**src/rtl/img_pkg.sv**
```systemverilog
// Shared definitions for the image scan controller: widths, FSM states and
// a small coordinate helper.
package img_pkg;

    localparam int COORD_W = 10;
    localparam int PIX_W   = 24;
    localparam int BEAT_W  = PIX_W + 2;

    typedef enum logic [1:0] {
        ST_IDLE  = 2'd0,
        ST_SCAN  = 2'd1,
        ST_DRAIN = 2'd2
    } scan_state_e;

    function automatic logic is_last_coord(input logic [COORD_W-1:0] c,
                                           input logic [COORD_W-1:0] n);
        return (c == (n - 10'd1));
    endfunction

endpackage

```
**src/rtl/pix_fifo2.sv**
```systemverilog
// Two-entry FIFO holding loader beats as {data, eol, last}.
// The controller guarantees it never pushes into a full FIFO without a pop.
module pix_fifo2
    import img_pkg::*;
(
    input  logic              clk_i,
    input  logic              rst_i,
    input  logic              push_i,
    input  logic              pop_i,
    input  logic [BEAT_W-1:0] din_i,
    output logic [BEAT_W-1:0] dout_o,
    output logic [1:0]        count_o
);

    logic [BEAT_W-1:0] ent0_q;
    logic [BEAT_W-1:0] ent1_q;
    logic              wr_ptr_q;
    logic              rd_ptr_q;
    logic [1:0]        count_q;
    logic [1:0]        count_d;

    // Occupancy update from push/pop pair.
    always_comb begin
        count_d = count_q;
        case ({push_i, pop_i})
            2'b10:   count_d = count_q + 2'd1;
            2'b01:   count_d = count_q - 2'd1;
            default: count_d = count_q;
        endcase
    end

    // Storage and pointer registers.
    always_ff @(posedge clk_i or posedge rst_i) begin
        if (rst_i) begin
            ent0_q   <= {BEAT_W{1'b0}};
            ent1_q   <= {BEAT_W{1'b0}};
            wr_ptr_q <= 1'b0;
            rd_ptr_q <= 1'b0;
            count_q  <= 2'd0;
        end else begin
            if (push_i) begin
                if (wr_ptr_q) begin
                    ent1_q <= din_i;
                end else begin
                    ent0_q <= din_i;
                end
                wr_ptr_q <= ~wr_ptr_q;
            end
            if (pop_i) begin
                rd_ptr_q <= ~rd_ptr_q;
            end
            count_q <= count_d;
        end
    end

    assign dout_o  = rd_ptr_q ? ent1_q : ent0_q;
    assign count_o = count_q;

endmodule

```
**src/rtl/image_scan_ctrl.sv**
```systemverilog
// Raster-scan controller: walks a width x height window through an external
// image loader and streams the pixels out over a valid/ready interface.
module image_scan_ctrl
    import img_pkg::*;
(
    input  logic               clk,
    input  logic               rst,
    input  logic               start,
    input  logic [COORD_W-1:0] width,
    input  logic [COORD_W-1:0] height,
    output logic               busy,
    output logic               done,
    output logic [COORD_W-1:0] rom_x,
    output logic [COORD_W-1:0] rom_y,
    input  logic [7:0]         rom_r,
    input  logic [7:0]         rom_g,
    input  logic [7:0]         rom_b,
    output logic [PIX_W-1:0]   pix_data,
    output logic               pix_valid,
    input  logic               pix_ready,
    output logic               pix_eol,
    output logic               pix_last
);

    scan_state_e        state_q, state_d;
    logic [COORD_W-1:0] w_q, w_d, h_q, h_d;
    logic [COORD_W-1:0] x_q, x_d, y_q, y_d;
    logic [COORD_W-1:0] nx_s, ny_s;
    logic               a_vld_q, a_eol_q, a_last_q;
    logic               d_vld_q, d_eol_q, d_last_q;
    logic               issue_s, iss_eol_s, iss_last_s;
    logic               busy_q, busy_d, done_q, done_d;
    logic               out_vld_q, out_vld_d, out_eol_q, out_eol_d, out_last_q, out_last_d;
    logic [PIX_W-1:0]   out_data_q, out_data_d;
    logic               hs_s, start_ok_s, zero_dim_s, at_end_s, x_wrap_s, room_s;
    logic [2:0]         occ_s;
    logic [1:0]         fifo_cnt_s;
    logic               fifo_empty_s, fifo_push_s, fifo_pop_s, out_free_s;
    logic [BEAT_W-1:0]  in_beat_s, fifo_dout_s, out_src_s;

    assign hs_s       = out_vld_q & pix_ready;
    assign start_ok_s = start & (state_q == ST_IDLE);
    assign zero_dim_s = (width == 10'd0) | (height == 10'd0);
    assign x_wrap_s   = is_last_coord(x_q, w_q);
    assign at_end_s   = x_wrap_s & is_last_coord(y_q, h_q);
    assign nx_s       = x_wrap_s ? 10'd0 : (x_q + 10'd1);
    assign ny_s       = x_wrap_s ? (y_q + 10'd1) : y_q;

    // Beats held in the output register, the FIFO and the two-stage loader
    // pipeline; capacity is the output register plus two FIFO entries.
    assign occ_s  = {2'b00, out_vld_q} + {1'b0, fifo_cnt_s} + {2'b00, a_vld_q} + {2'b00, d_vld_q};
    assign room_s = (occ_s < (3'd3 + {2'b00, hs_s}));

    // Scan FSM, address generation and completion pulse.
    always_comb begin
        state_d    = state_q;
        w_d        = w_q;
        h_d        = h_q;
        x_d        = x_q;
        y_d        = y_q;
        issue_s    = 1'b0;
        iss_eol_s  = 1'b0;
        iss_last_s = 1'b0;
        done_d     = 1'b0;
        case (state_q)
            ST_IDLE: begin
                x_d = 10'd0;
                y_d = 10'd0;
                if (start_ok_s && zero_dim_s) begin
                    done_d = 1'b1;
                end else if (start_ok_s) begin
                    state_d    = ST_SCAN;
                    w_d        = width;
                    h_d        = height;
                    issue_s    = 1'b1;
                    iss_eol_s  = (width == 10'd1);
                    iss_last_s = (width == 10'd1) & (height == 10'd1);
                end else begin
                    state_d = ST_IDLE;
                end
            end
            ST_SCAN: begin
                if (at_end_s) begin
                    state_d = ST_DRAIN;
                end else if (room_s) begin
                    issue_s    = 1'b1;
                    x_d        = nx_s;
                    y_d        = ny_s;
                    iss_eol_s  = is_last_coord(nx_s, w_q);
                    iss_last_s = is_last_coord(nx_s, w_q) & is_last_coord(ny_s, h_q);
                end else begin
                    issue_s = 1'b0;
                end
            end
            ST_DRAIN: begin
                if (hs_s && out_last_q) begin
                    state_d = ST_IDLE;
                    done_d  = 1'b1;
                    x_d     = 10'd0;
                    y_d     = 10'd0;
                end else begin
                    state_d = ST_DRAIN;
                end
            end
            default: begin
                state_d = ST_IDLE;
            end
        endcase
        busy_d = (state_d != ST_IDLE);
    end

    // Control registers and the loader request/response pipeline.
    always_ff @(posedge clk or posedge rst) begin
        if (rst) begin
            state_q  <= ST_IDLE;
            w_q      <= 10'd0;
            h_q      <= 10'd0;
            x_q      <= 10'd0;
            y_q      <= 10'd0;
            a_vld_q  <= 1'b0;
            a_eol_q  <= 1'b0;
            a_last_q <= 1'b0;
            d_vld_q  <= 1'b0;
            d_eol_q  <= 1'b0;
            d_last_q <= 1'b0;
            busy_q   <= 1'b0;
            done_q   <= 1'b0;
        end else begin
            state_q  <= state_d;
            w_q      <= w_d;
            h_q      <= h_d;
            x_q      <= x_d;
            y_q      <= y_d;
            a_vld_q  <= issue_s;
            a_eol_q  <= iss_eol_s;
            a_last_q <= iss_last_s;
            d_vld_q  <= a_vld_q;
            d_eol_q  <= a_eol_q;
            d_last_q <= a_last_q;
            busy_q   <= busy_d;
            done_q   <= done_d;
        end
    end

    assign in_beat_s    = {rom_r, rom_g, rom_b, d_eol_q, d_last_q};
    assign fifo_empty_s = (fifo_cnt_s == 2'd0);
    assign out_free_s   = ~out_vld_q | hs_s;
    assign fifo_pop_s   = out_free_s & ~fifo_empty_s;
    assign fifo_push_s  = d_vld_q & ~(out_free_s & fifo_empty_s);
    assign out_src_s    = fifo_empty_s ? in_beat_s : fifo_dout_s;

    pix_fifo2 u_fifo (
        .clk_i   (clk),
        .rst_i   (rst),
        .push_i  (fifo_push_s),
        .pop_i   (fifo_pop_s),
        .din_i   (in_beat_s),
        .dout_o  (fifo_dout_s),
        .count_o (fifo_cnt_s)
    );

    // Output register: FIFO head has priority, else loader data bypasses.
    always_comb begin
        out_vld_d  = out_vld_q;
        out_data_d = out_data_q;
        out_eol_d  = out_eol_q;
        out_last_d = out_last_q;
        if (out_free_s && (!fifo_empty_s || d_vld_q)) begin
            out_vld_d  = 1'b1;
            out_data_d = out_src_s[BEAT_W-1:2];
            out_eol_d  = out_src_s[1];
            out_last_d = out_src_s[0];
        end else if (out_free_s) begin
            out_vld_d = 1'b0;
        end else begin
            out_vld_d = out_vld_q;
        end
    end

    // Pixel output registers.
    always_ff @(posedge clk or posedge rst) begin
        if (rst) begin
            out_vld_q  <= 1'b0;
            out_data_q <= {PIX_W{1'b0}};
            out_eol_q  <= 1'b0;
            out_last_q <= 1'b0;
        end else begin
            out_vld_q  <= out_vld_d;
            out_data_q <= out_data_d;
            out_eol_q  <= out_eol_d;
            out_last_q <= out_last_d;
        end
    end

    assign busy      = busy_q;
    assign done      = done_q;
    assign rom_x     = x_q;
    assign rom_y     = y_q;
    assign pix_data  = out_data_q;
    assign pix_valid = out_vld_q;
    assign pix_eol   = out_eol_q;
    assign pix_last  = out_last_q;

endmodule

```
**config.mk**
```make
export PLATFORM = sky130hd
export DESIGN_NAME = image_scan_ctrl
export DESIGN_NICKNAME = d
export VERILOG_FILES = /design/src/rtl/img_pkg.sv /design/src/rtl/pix_fifo2.sv /design/src/rtl/image_scan_ctrl.sv
export SDC_FILE = /design/constraint.sdc
export NUM_CORES = 1
export LEC_CHECK = 0
export ABC_CLOCK_PERIOD_IN_PS = 3000
export BUFFER_PORTS_ARGS = -buffer_cell sky130_fd_sc_hd__buf_2
export CORE_ASPECT_RATIO = 0.6
export CORE_UTILIZATION = 45
export DETAILED_ROUTE_END_ITERATION = 6
export GPL_TIMING_DRIVEN = 0
export PLACE_DENSITY = 0.67
export SLEW_MARGIN = 20
export SYNTH_ARGS = -nofsm -noshare
export SYNTH_HDL_FRONTEND = slang
export SYNTH_HIERARCHICAL = 1
export SYNTH_SLANG_ARGS = --single-unit
```
**constraint.sdc**
```tcl
create_clock -name clk -period 3 [get_ports clk]
set_input_delay 0 -clock clk [delete_from_list [all_inputs] [get_ports clk]]
set_output_delay 0 -clock clk [all_outputs]
set_load 0.005 [all_outputs]
```
# Word-level counts from Yosys, hierarchy flattened
# Cells that the tools add are included.
# op_classes
add_sub_neg	10
n_lt_le_gt_ge	1
n_eq_ne	13
muxes	37
n_bitwise	16
n_reduce_logical	17
# ops
op	n
10-bit 2-to-1 mux	7
10-bit case mux with 3 select lines	2
26-bit 2-to-1 mux	2
10-bit == test	4
10-bit by 1-bit adder with 10-bit output, second input constant	2
10-bit by 1-bit == test with 1-bit output, second input constant	2
10-bit zero test	2
10-bit by 1-bit subtractor with 10-bit output, second input constant	2
1-bit 2-to-1 mux	17
1-bit AND	8
1-bit case mux with 2 select lines	4
3-bit by 1-bit adder with 3-bit output	2
2-bit 2-to-1 mux	3
2-bit inequality test, second input constant	3
1-bit inverter	6
2-bit case mux with 3 select lines	1
2-bit nonzero test	3
2-bit by 1-bit == test with 1-bit output, second input constant	2
2-bit == test, second input constant	2
2-bit zero test	2
2-bit case mux with 2 select lines	1
2-bit AND reduction	2
4-bit AND reduction	1
1-bit by 2-bit adder with 3-bit output	1
other kinds (10)	13
# totals
reg_bits	133
output_inout_bits	49

# Logic depth before layout (Yosys ltp)
# Gate-level depths: netlist of the first run.
# logic_depth
ltp_word	8
mapped_depth	15
ltp_nobuf	14

# Hierarchy
# The synthesis of the first run kept the hierarchy.
# modules_own_cells
module	instances	cells_per_inst	area_per_inst_um2
image_scan_ctrl	1	496	4655.7
pix_fifo2	1	153	2523.7

# Worst setup path before layout of the first run
# No wires, ideal clock.
# synth_path
kind	reg-to-reg
start	register w_q[0]
end	register a_last_q
setup_time_ns	0.103
t_arrival_ns	3.114
path_slack_ns	-0.218
stages_incl_launch_ff	13
period_less_slack_ns	3.218
path_cell_list	dfrtp_1 > inv_1 > ha_1 > or3b_1 > clkbuf_1 > or4_1 > a31oi_1 > nand3_1 > nor4_4 > nand2_2 > or3_1 > a211o_1 > o41ai_2
# synth_between
elab_chain_cells	8
# synth_lines
element	line_no	text
start, declared	image_scan_ctrl.sv:26	logic [COORD_W-1:0] w_q, w_d, h_q, h_d;
start signal, assigned	image_scan_ctrl.sv:130	w_q <= w_d;
10-bit by 1-bit subtractor with 10-bit output *	img_pkg.sv:17	return (c == (n - 10'd1));
10-bit == test	img_pkg.sv:17	
10-bit 2-to-1 mux, on equally long branches	image_scan_ctrl.sv:46, image_scan_ctrl.sv:47	
10-bit == test	img_pkg.sv:17	
1-bit AND	image_scan_ctrl.sv:90	iss_last_s = is_last_coord(nx_s, w_q) & is_last_coord(ny_s, h_q);
1-bit 2-to-1 mux	image_scan_ctrl.sv:85	end else if (room_s) begin
1-bit 2-to-1 mux *	image_scan_ctrl.sv:83	if (at_end_s) begin
1-bit case mux with 2 select lines *	image_scan_ctrl.sv:65	case (state_q)
via iss_last_s	image_scan_ctrl.sv:31	logic issue_s, iss_eol_s, iss_last_s;
end signal, assigned	image_scan_ctrl.sv:136	a_last_q <= iss_last_s;
end, declared	image_scan_ctrl.sv:29	logic a_vld_q, a_eol_q, a_last_q;
# Mark *: on every way through the listed nets, which the timed path passes. The rest lies on a longest branch.
# A chain may end at the register's enable or synchronous reset.

# Final worst setup path of the first run
# layout_path
start	register w_q[4]
end	register a_last_q
# The elaborated chain is that of the path after synthesis.

==> results.cfg, run 1 <==
[layout]
fin_nets = 887
syn2layout_area_growth_pct = 33.4
regArea_um2 = 3330
layout_commonest_cell = dfrtp_1
multiInputGateArea_um2 = 3890
layout-drive-gt1-share_pct = 39.4
fillCellCount = 1218
diodes = 0
final_cell_mix = dfrtp_1 (131), buf_2 (100), mux2_2 (77)

[timing]
slew_headroom_pct = 26.9
fin_crit_ps = 3480
hold_slack_ps = 18.3
hold_violations = 0
timing.final.crit_share_pct = 116
fin_ws_ps = -481
drv_slew = 0
fmax_mhz = 287
finClkSkew_ps = 13.7
finalSetupViolCount = 26
rsz0062_at_grt = yes
tightest_slew_ps = 1090

[pwr]
clkPwrFrac_pct = 20.5
ir_worst_vdd_mv = 0.634
leakage_nw = 4.30
intPower_w = 0.00637
swShare_pct = 39.0
pwr-share-seq_pct = 28.7
power_w = 0.0104
power_switching_w = 0.00407
p_per_area_nw_per_um2 = 1090
pwr-share-comb_pct = 50.8

[yosys]
synth_cells = 649
ys_ff_latch = 133
synth_top_family_by_area = multiplexers
synth-edff-count = 0
synthTopCellsByArea = dfrtp_1 (46%), mux2_2 (12%), xnor2_1 (4.3%), mux2_4 (4.2%), o21ai_0 (4.2%)
synthAdderAreaFrac_pct = 1.95
ys_async_sr_fraction_pct = 100
synth_xor_area_share_pct = 6.78
yosysTopAreaCellShare_pct = 46.4
ys.flop_type = dfrtp_1
ys_warn_count = 6
syn_avg_cell_area_um2 = 11.1
syn_nets = 707
yosys.area_share.simple_pct = 11.2
synthMuxAreaShare_pct = 20.2
synth_cell_types = 60
yosysTopAreaCell = dfrtp_1
yosysSeqAreaShare_pct = 46.4
synth_compound_area_share_pct = 9.64
syn_area_um2 = 7180

[drt]
drt_drc_violations_left = 0
vias_per_cell = 5.58
drtAntennaViolNets = 0
drt_wl_total_um = 19200
dr.pass1.iters = 6
wl_per_cell_um = 18.4
drt-initial-drc-count = 481
vias = 5828

[grt]
antenna_found_initial = 0
grt.overflow.total = 0
grt_pass1_vias = 5894
groute.usage.overall_pct = 24.3
grt_max_degree = 57
grt_pass1_wl_um = 30800

[clock_tree]
cts.sinks = 133
root_buffer = clkbuf_16
cts_buffers = 17
htreeDepth = 4
cts_tree = yes
clk_path_buf_depth = 2
clkLatencyLatePin_ps = 410
clk_pin_slew_ps = 70

[run]
drv_cap = 0

[worst_setup_path]
endpoint_kind = register
startpoint_type = register
cp_max_fo = 8
crit_arrival_ps = 3780
crit_type = reg2reg
crit_required_ps = 3300

[outcome]
status = finished with violations
violations = negative setup slack

[floorplan]
core_um2 = 15500
initial_core_util_pct = 46.4
die_w_um = 165
row_count = 35
die_h_um = 99.8
io_pins = 97
dieArea_um2 = 16500

[min_path]
worstHoldPathType = in2reg

[placement]
portBuffers = 96
dp_hpwl_um = 13200
place.gp.congestion = 0.898
[timing repair]
action	4_1_cts	5_1_grt
setup buffers	12	9
endpoints found under the hold margin	228	0
cloned	2	0
setup endpoints to repair	80	42
pin swaps	23	22
gates resized for setup	79	44
hold buffers	46	0
[cell type report]
type,count,area share [%]
tap,203,2.65
timing repair buffer,165,12.3
multi-input combinational,459,40.6
inverter,25,1.03
sequential,133,34.8
clock inverter,14,1.74
buffer,28,2.26
clock buffer,18,4.59
[kinds of logic (layout without fill, tap and decap cells)]
family	Yosys count	count (layout)
compound gates	114	114
xor+xnor	54	54
fa+ha+maj	10	10
buf+inv	57	250
flops	133	133
mux	125	125
simple gates	156	156
[power groups by stage]
stage / clock (W) / sequential [W] / combinational (W)
floorplan: 0 / 0.00286 / 0.00312
global placement: 0 / 0.00292 / 0.00400
detailed placement: 0 / 0.00297 / 0.00418
CTS: 0.00218 / 0.00296 / 0.00504
global route: 0.00226 / 0.00308 / 0.00571
finish: 0.00214 / 0.00300 / 0.00531
[per-stage QoR]
| step | TNS, ps | instance area [um2] | instances | utilization [%] | setup WS [ps] |
|---|---|---|---|---|---|
| after floorplan | -199 | 7200 | 649 | - | -184 |
| after global placement | -37100 | 7940 | 948 | 51.3 | -841 |
| after CTS | -7820 | 9380 | 1039 | 60.7 | -589 |
| after detailed placement | -27270 | 7970 | 949 | 51.5 | -832 |
| after global routing | -11430 | 9580 | 1045 | 62.0 | -571 |
| final | -8520 | 9580 | 1045 | 62.0 | -481 |
[worst paths after layout]
| path | slack [ps] | start | depth (start not counted) | end |
|---|---|---|---|---|
| max in group asynchronous | 2230 | rst | 3 | u_fifo/ent0_q[2] |
| setup / recovery | -480 | w_q[4] | 11 | a_last_q |
| hold reg to reg | 350 | a_eol_q | 0 | d_eol_q |
| setup reg to reg | -480 | w_q[4] | 11 | a_last_q |
| min in group asynchronous | 130 | rst | 3 | pix_data[17] |
| hold / removal | 20 | pix_ready | 3 | pix_valid |
[sequential cells by signal, indices dropped and copies added, names as in the netlist, 2 cells and up]
signal and flops:
h_q 10, pix_data 24, rom_x 10, rom_y 10, state_q 2, u_fifo/count_o 2, u_fifo/ent0_q 26, u_fifo/ent1_q 26
w_q 10
[routing by layer]
metal / up-vias / wire length, um / GRT usage [%] / share of wire, %
li1: 2692 / - / - / -
met1: 2939 / 9310 / 36.7 / 48
met2: 181 / 8730 / 35.7 / 45
met3: 16 / 1060 / 4.96 / 5.5
met4: 0 / 107 / 5.65 / 0.56
met5: - / 0 / 0 / 0
[critical path, stage by stage (launching register included)]
cell	delay [ps]
dfrtp_2	470
or2_2	310
buf_2	200
or4_4	540
a31oi_2	230
nand3_2	130
nor4_4	440
buf_6	210
o211ai_1	100
a21oi_2	190
o2111ai_2	170
o41ai_2	370
[cells in the mapped netlist (8+ instances only)]
| cell | n |
|---|---|
| o31ai_1 | 9 |
| nor3_1 | 9 |
| mux2_2 | 77 |
| clkbuf_1 | 20 |
| xor2_1 | 18 |
| mux2i_1 | 28 |
| a21oi_1 | 11 |
| xnor2_1 | 35 |
| nor2_1 | 24 |
| mux2_4 | 20 |
| nand3_1 | 17 |
| nor4_1 | 9 |
| ha_1 | 8 |
| o21ai_0 | 60 |
| inv_1 | 25 |
| dfrtp_1 | 133 |
| nand2_1 | 55 |
(Power assumes the default switching activity.)
==> run 2: changes to the inputs <==
--- a/config.mk
+++ b/config.mk
@@ -12,7 +12,7 @@
 export DETAILED_ROUTE_END_ITERATION = 6
 export GPL_TIMING_DRIVEN = 0
 export PLACE_DENSITY = 0.67
-export SLEW_MARGIN = 20
+export SLEW_MARGIN = 30
 export SYNTH_ARGS = -nofsm -noshare
 export SYNTH_HDL_FRONTEND = slang
 export SYNTH_HIERARCHICAL = 1
==> constraint.sdc (replaced) <==
create_clock -name clk -period 3 [get_ports clk]
set_input_delay 0.75 -clock clk [delete_from_list [all_inputs] [get_ports clk]]
set_output_delay 0.75 -clock clk [all_outputs]
set_load 0.005 [all_outputs]
==> run 2 against run 1 <==
The run still ends with negative setup slack left. Critical path depth stayed put. Clock power about the same. Clock skew down 1.2 ps. Via count decreased by 3.3%. Fmax is 0.94% lower. Register-to-register slack got worse by 30 ps. Flip-flop and latch count unchanged. Final cell count is 3.6% lower. Sequential share of layout area grew 1.2 points. Non-clock buffer count down 38. Critical endpoint unchanged. Core utilization decreased by 2.2 points. Global-route usage shrank 0.24 points.
==> results.cfg, run 2 (synthesis results as in run 1) <==
[floorplan]
initial_core_util_pct = 46.4
io_pins = 97
core_um2 = 15500
die_w_um = 165
dieArea_um2 = 16500
die_h_um = 99.8
row_count = 35

[min_path]
worstHoldPathType = in2async

[drt]
dr.pass1.iters = 5
wl_per_cell_um = 19.0
drtAntennaViolNets = 0
drt_wl_total_um = 19100
vias = 5635
drt_drc_violations_left = 0
vias_per_cell = 5.60
drt-initial-drc-count = 439

[grt]
antenna_found_initial = 0
groute.usage.overall_pct = 24.1
grt.overflow.total = 0
grt_pass1_wl_um = 30600
grt_pass1_vias = 5720
grt_max_degree = 55

[outcome]
status = finished with violations
violations = negative setup slack

[layout]
diodes = 0
final_cell_mix = dfrtp_1 (133), buf_2 (100), mux2_2 (77)
utilization_pct = 59.8
syn2layout_area_growth_pct = 28.7
layout_commonest_cell = dfrtp_1
fin_nets = 849
layout-drive-gt1-share_pct = 41.5
fillCellCount = 1260
fin_area_um2 = 9240

[worst_setup_path]
crit_arrival_ps = 3810
cp_max_fo = 7
crit_required_ps = 3290
endpoint_kind = register
crit_type = reg2reg
startpoint_type = register
endpoint = a_last_q
crit_path_start = w_q[0]
timing.rr.start = w_q[0]
r2r-end = a_last_q
rrSetupSlack_ps = -510
ff2ff_path_depth = 11

[clock_tree]
cts.sinks = 133
clk_pin_slew_ps = 60
root_buffer = clkbuf_16
clkLatencyLatePin_ps = 410
htreeDepth = 4
hold_buffers = 0
clk_path_buf_depth = 2
cts_tree = yes
cts_buffers = 17

[placement]
dp_hpwl_um = 13200
portBuffers = 96
place.gp.congestion = 0.898
place_area_um2 = 8000
dp_slack_ps = -835

[timing]
tightest_slew_ps = 845
fmax_mhz = 285
slew_headroom_pct = 43.7
finClkSkew_ps = 12.5
fin_crit_ps = 3510
finalSetupViolCount = 26
hold_violations = 0
drv_slew = 0
fin_ws_ps = -514
timing.final.crit_share_pct = 117
hold_slack_ps = 272
tns_ps = -9870
rsz0062_at_grt = yes

[pwr]
p_per_area_nw_per_um2 = 1150
ir_worst_vdd_mv = 0.607
leakage_nw = 4.14

[run]
drv_cap = 0
-- run 2: how the worst min path moves through the flow --
stage          startpoint                end  slack, ps  cells after the start
6_report              rst  u_fifo/ent0_q[17]        270                      2
5_1_grt               rst  u_fifo/ent1_q[15]        250                      2
4_1_cts               rst  u_fifo/ent1_q[17]        250                      2
3_5_place_dp      a_eol_q            d_eol_q        340                      0
3_3_place_gp     a_last_q           d_last_q        340                      0
2_1_floorplan     a_eol_q            d_eol_q        330                      0
-- run 2: layer usage --
metal | up-vias | routed length (um) | global-route usage, %
li1 | 2610 | - | -
met1 | 2848 | 9460 | 37.0
met2 | 162 | 8420 | 34.5
met3 | 15 | 1070 | 5.17
met4 | 0 | 168 | 5.08
met5 | - | 0 | 0
-- run 2: metrics by stage --
stage / power (W) / instances
after floorplan: 0.00598 / 649
after global placement: 0.00693 / 948
after detailed placement: 0.00716 / 950
after CTS: 0.0103 / 1000
after global routing: 0.0112 / 1007
final: 0.0106 / 1007
-- run 2: power breakdown --
part	total [W]	internal, W	switching (W)
clock network	0.00214	0.00127	0.000865
registers	0.00298	0.00248	0.000500
logic	0.00552	0.00276	0.00276
-- run 2: what timing repair did --
action / 4_1_cts / 5_1_grt
setup endpoints to repair: 31 / 43
gates cloned: 2 / 0
hold endpoints to repair: 0 / 0
resized for setup: 84 / 37
setup buffers: 18 / 8
pin swaps: 25 / 20
-- run 2: critical path, cell delays in order (launching register included) --
cell       delay, ps
dfrtp_1          410
buf_6            130
or4_4            480
buf_6            160
nor3_4           160
xnor2_2          120
a221o_1          340
nor4_4           520
nor2b_4          330
and2_1           170
o2111ai_2        180
o41ai_2          390
-- run 2: layout make-up --
class	instances	area, um2	share of cell area, %
inverters	25	101	1.10
clock inverters	14	164	1.77
repair buffers	125	827	8.95
well taps	203	254	2.75
multi-input cells	459	3890	42.1
clock buffers	18	439	4.75
flip-flops and latches	133	3330	36.0
plain buffers	30	235	2.55
==> run 3: changes to the inputs <==
--- a/config.mk
+++ b/config.mk
@@ -7,11 +7,13 @@
 export LEC_CHECK = 0
 export ABC_CLOCK_PERIOD_IN_PS = 3000
 export BUFFER_PORTS_ARGS = -buffer_cell sky130_fd_sc_hd__buf_2
+export CELL_PAD_IN_SITES_DETAIL_PLACEMENT = 1
+export CELL_PAD_IN_SITES_GLOBAL_PLACEMENT = 1
 export CORE_ASPECT_RATIO = 0.6
-export CORE_UTILIZATION = 45
+export CORE_UTILIZATION = 42
 export DETAILED_ROUTE_END_ITERATION = 6
 export GPL_TIMING_DRIVEN = 0
-export PLACE_DENSITY = 0.67
+export PLACE_DENSITY_LB_ADDON = 0.1
 export SLEW_MARGIN = 30
 export SYNTH_ARGS = -nofsm -noshare
 export SYNTH_HDL_FRONTEND = slang
==> run 3 against run 2 <==
The flow still finishes with violations (negative setup slack). Core utilization decreased by 1.9 points. Die area increased by 7.0%. Power increased by 8.7%. Critical path type unchanged. Highest routed layer unchanged.
==> results.cfg, run 3 (synthesis results as in run 1) <==
[worst_setup_path]
r2r-end = a_last_q
ff2ff_path_depth = 10
worstPathCellList = or2_2, buf_2, or4_4, xnor2_1, nor2_1, a2111oi_0, a41oi_1, o21ai_1, o2111ai_4, o41ai_2
crit_required_ps = 3310
crit_path_start = w_q[4]
endpoint_kind = register
timing.rr.start = w_q[4]
crit_type = reg2reg
crit_arrival_ps = 3870
cpPeakStageDelay_ps = 560
slowest_stage = or4_4
startpoint_type = register
cp_max_fo = 8
rrSetupSlack_ps = -560

[timing]
timing.final.crit_share_pct = 119
rsz0062_at_grt = yes
slew_headroom_pct = 44.6
drv_slew = 0
hold_violations = 0
fin_crit_ps = 3560
finalSetupViolCount = 25
fmax_mhz = 281
fin_ws_ps = -562
tightest_slew_ps = 830
finClkSkew_ps = 9.64

[placement]
dp.cells = 975
place.gp.congestion = 0.879
dp_hpwl_um = 14500
dp_slack_ps = -911
portBuffers = 96

[drt]
top_layer = met4
drt_drc_violations_left = 0
vias_per_cell = 5.47
drtAntennaViolNets = 0
dr.pass1.iters = 4
vias = 5696
m1WireLength_um = 10700
dr_wl_met3_um = 1200
wl_per_cell_um = 21.7
drt-initial-drc-count = 345
drt_wl_total_um = 22600
route.met2.wl_um = 10400

[grt]
antenna_found_initial = 1
grt_max_degree = 58
grt.overflow.total = 0
groute.usage.overall_pct = 25.8
grt_pass1_vias = 5884
grt_pass1_wl_um = 33800

[layout]
layout-drive-gt1-share_pct = 45.5
fillCellCount = 1740
layout_commonest_cell = dfrtp_1
stdcell_count = 1042
utilization_pct = 57.8
multiInputGateArea_um2 = 4040
final_cell_mix = dfrtp_1 (130), buf_2 (100), mux2_2 (77)
fin_nets = 858
regArea_um2 = 3330
syn2layout_area_growth_pct = 32.8

[floorplan]
die_h_um = 103
initial_core_util_pct = 43.5
row_count = 36
core_um2 = 16500
io_pins = 97
die_w_um = 171
dieArea_um2 = 17600

[clock_tree]
htreeDepth = 4
cts_buffers = 17
cts.sinks = 133
clk_pin_slew_ps = 60
root_buffer = clkbuf_16
clk_path_buf_depth = 2
clkLatencyLatePin_ps = 430
hold_buffers = 0
cts_tree = yes

[outcome]
violations = negative setup slack
status = finished with violations

[pwr]
clkPwrFrac_pct = 19.9
p_per_area_nw_per_um2 = 1210
ir_worst_vdd_mv = 0.620
intPower_w = 0.00705
power_switching_w = 0.00452
swShare_pct = 39.1
pwr-share-seq_pct = 26.0
leakage_nw = 4.26
pwr-share-comb_pct = 54.2

[run]
drv_cap = 0

[min_path]
worstHoldPathType = in2async
==> run 3: changes by cell type in the layout (fill, tap and decap cells not counted), sizes merged <==
| cell | delta |
|---|---|
| buf | +12 |
| clkinv | +4 |
| bufinv | +2 |
| inv | -6 |
| diode | +1 |
| clkbuf | -3 |
==> run 3: through the flow <==
step | power (W) | area (um2) | hold slack, ps | TNS [ps]
floorplan | 0.00598 | 7200 | 331 | -199
global route | 0.0122 | 9530 | 270 | -9420
finish | 0.0116 | 9540 | 273 | -6860
detailed placement | 0.00725 | 8030 | 342 | -26990
global placement | 0.00696 | 7970 | 338 | -107380
CTS | 0.0105 | 9090 | 261 | -8610
==> run 3: routing by layer <==
layer	GRT usage, %	vias up
met3	4.53	33
met2	38.6	126
li1	-	2621
met5	0	-
met4	7.76	0
met1	38.2	2916
==> run 3: worst max path at each step <==
stage / end / slack [ps] / cells after the start
after global placement: pix_data[3] / -940 / 2
after global routing: a_last_q / -690 / 10
after CTS: a_last_q / -740 / 12
final: a_last_q / -560 / 10
after detailed placement: a_last_q / -910 / 13
after floorplan: a_last_q / -180 / 14
==> run 3: final cells by class <==
class / count / area share (%)
inverters: 25 / 1.06
plain buffers: 29 / 2.40
diodes: 1 / 0.0262
clock inverters: 14 / 2.10
well taps: 228 / 2.99
flip-flops and latches: 133 / 34.9
multi-input cells: 459 / 42.3
repair buffers: 135 / 9.53
clock buffers: 18 / 4.61
==> run 3: worst max-delay path, delay by kind of cell, from the launching register on <==
kind / cells / cell delay, ps
AO/OA/AOI/OAI: 5 / 1520
AND/OR/NAND/NOR: 3 / 990
flip-flops: 1 / 470
XOR/XNOR: 1 / 240
buffers and inverters: 1 / 210
==> run 3: power groups by stage <==
stage	clock network (W)	registers (W)	logic (W)
4_1_cts	0.00233	0.00297	0.00521
3_3_place_gp	0	0.00292	0.00404
5_1_grt	0.00240	0.00310	0.00669
2_1_floorplan	0	0.00286	0.00312
3_5_place_dp	0	0.00298	0.00427
6_report	0.00230	0.00301	0.00626
==> run 3: repair_timing <==
| item | 4_1_cts | 5_1_grt |
|---|---|---|
| gates resized for setup | 80 | 78 |
| endpoints found under the setup margin | 82 | 64 |
| pin swaps | 25 | 25 |
| setup buffers | 24 | 14 |
| gates cloned | 1 | 1 |
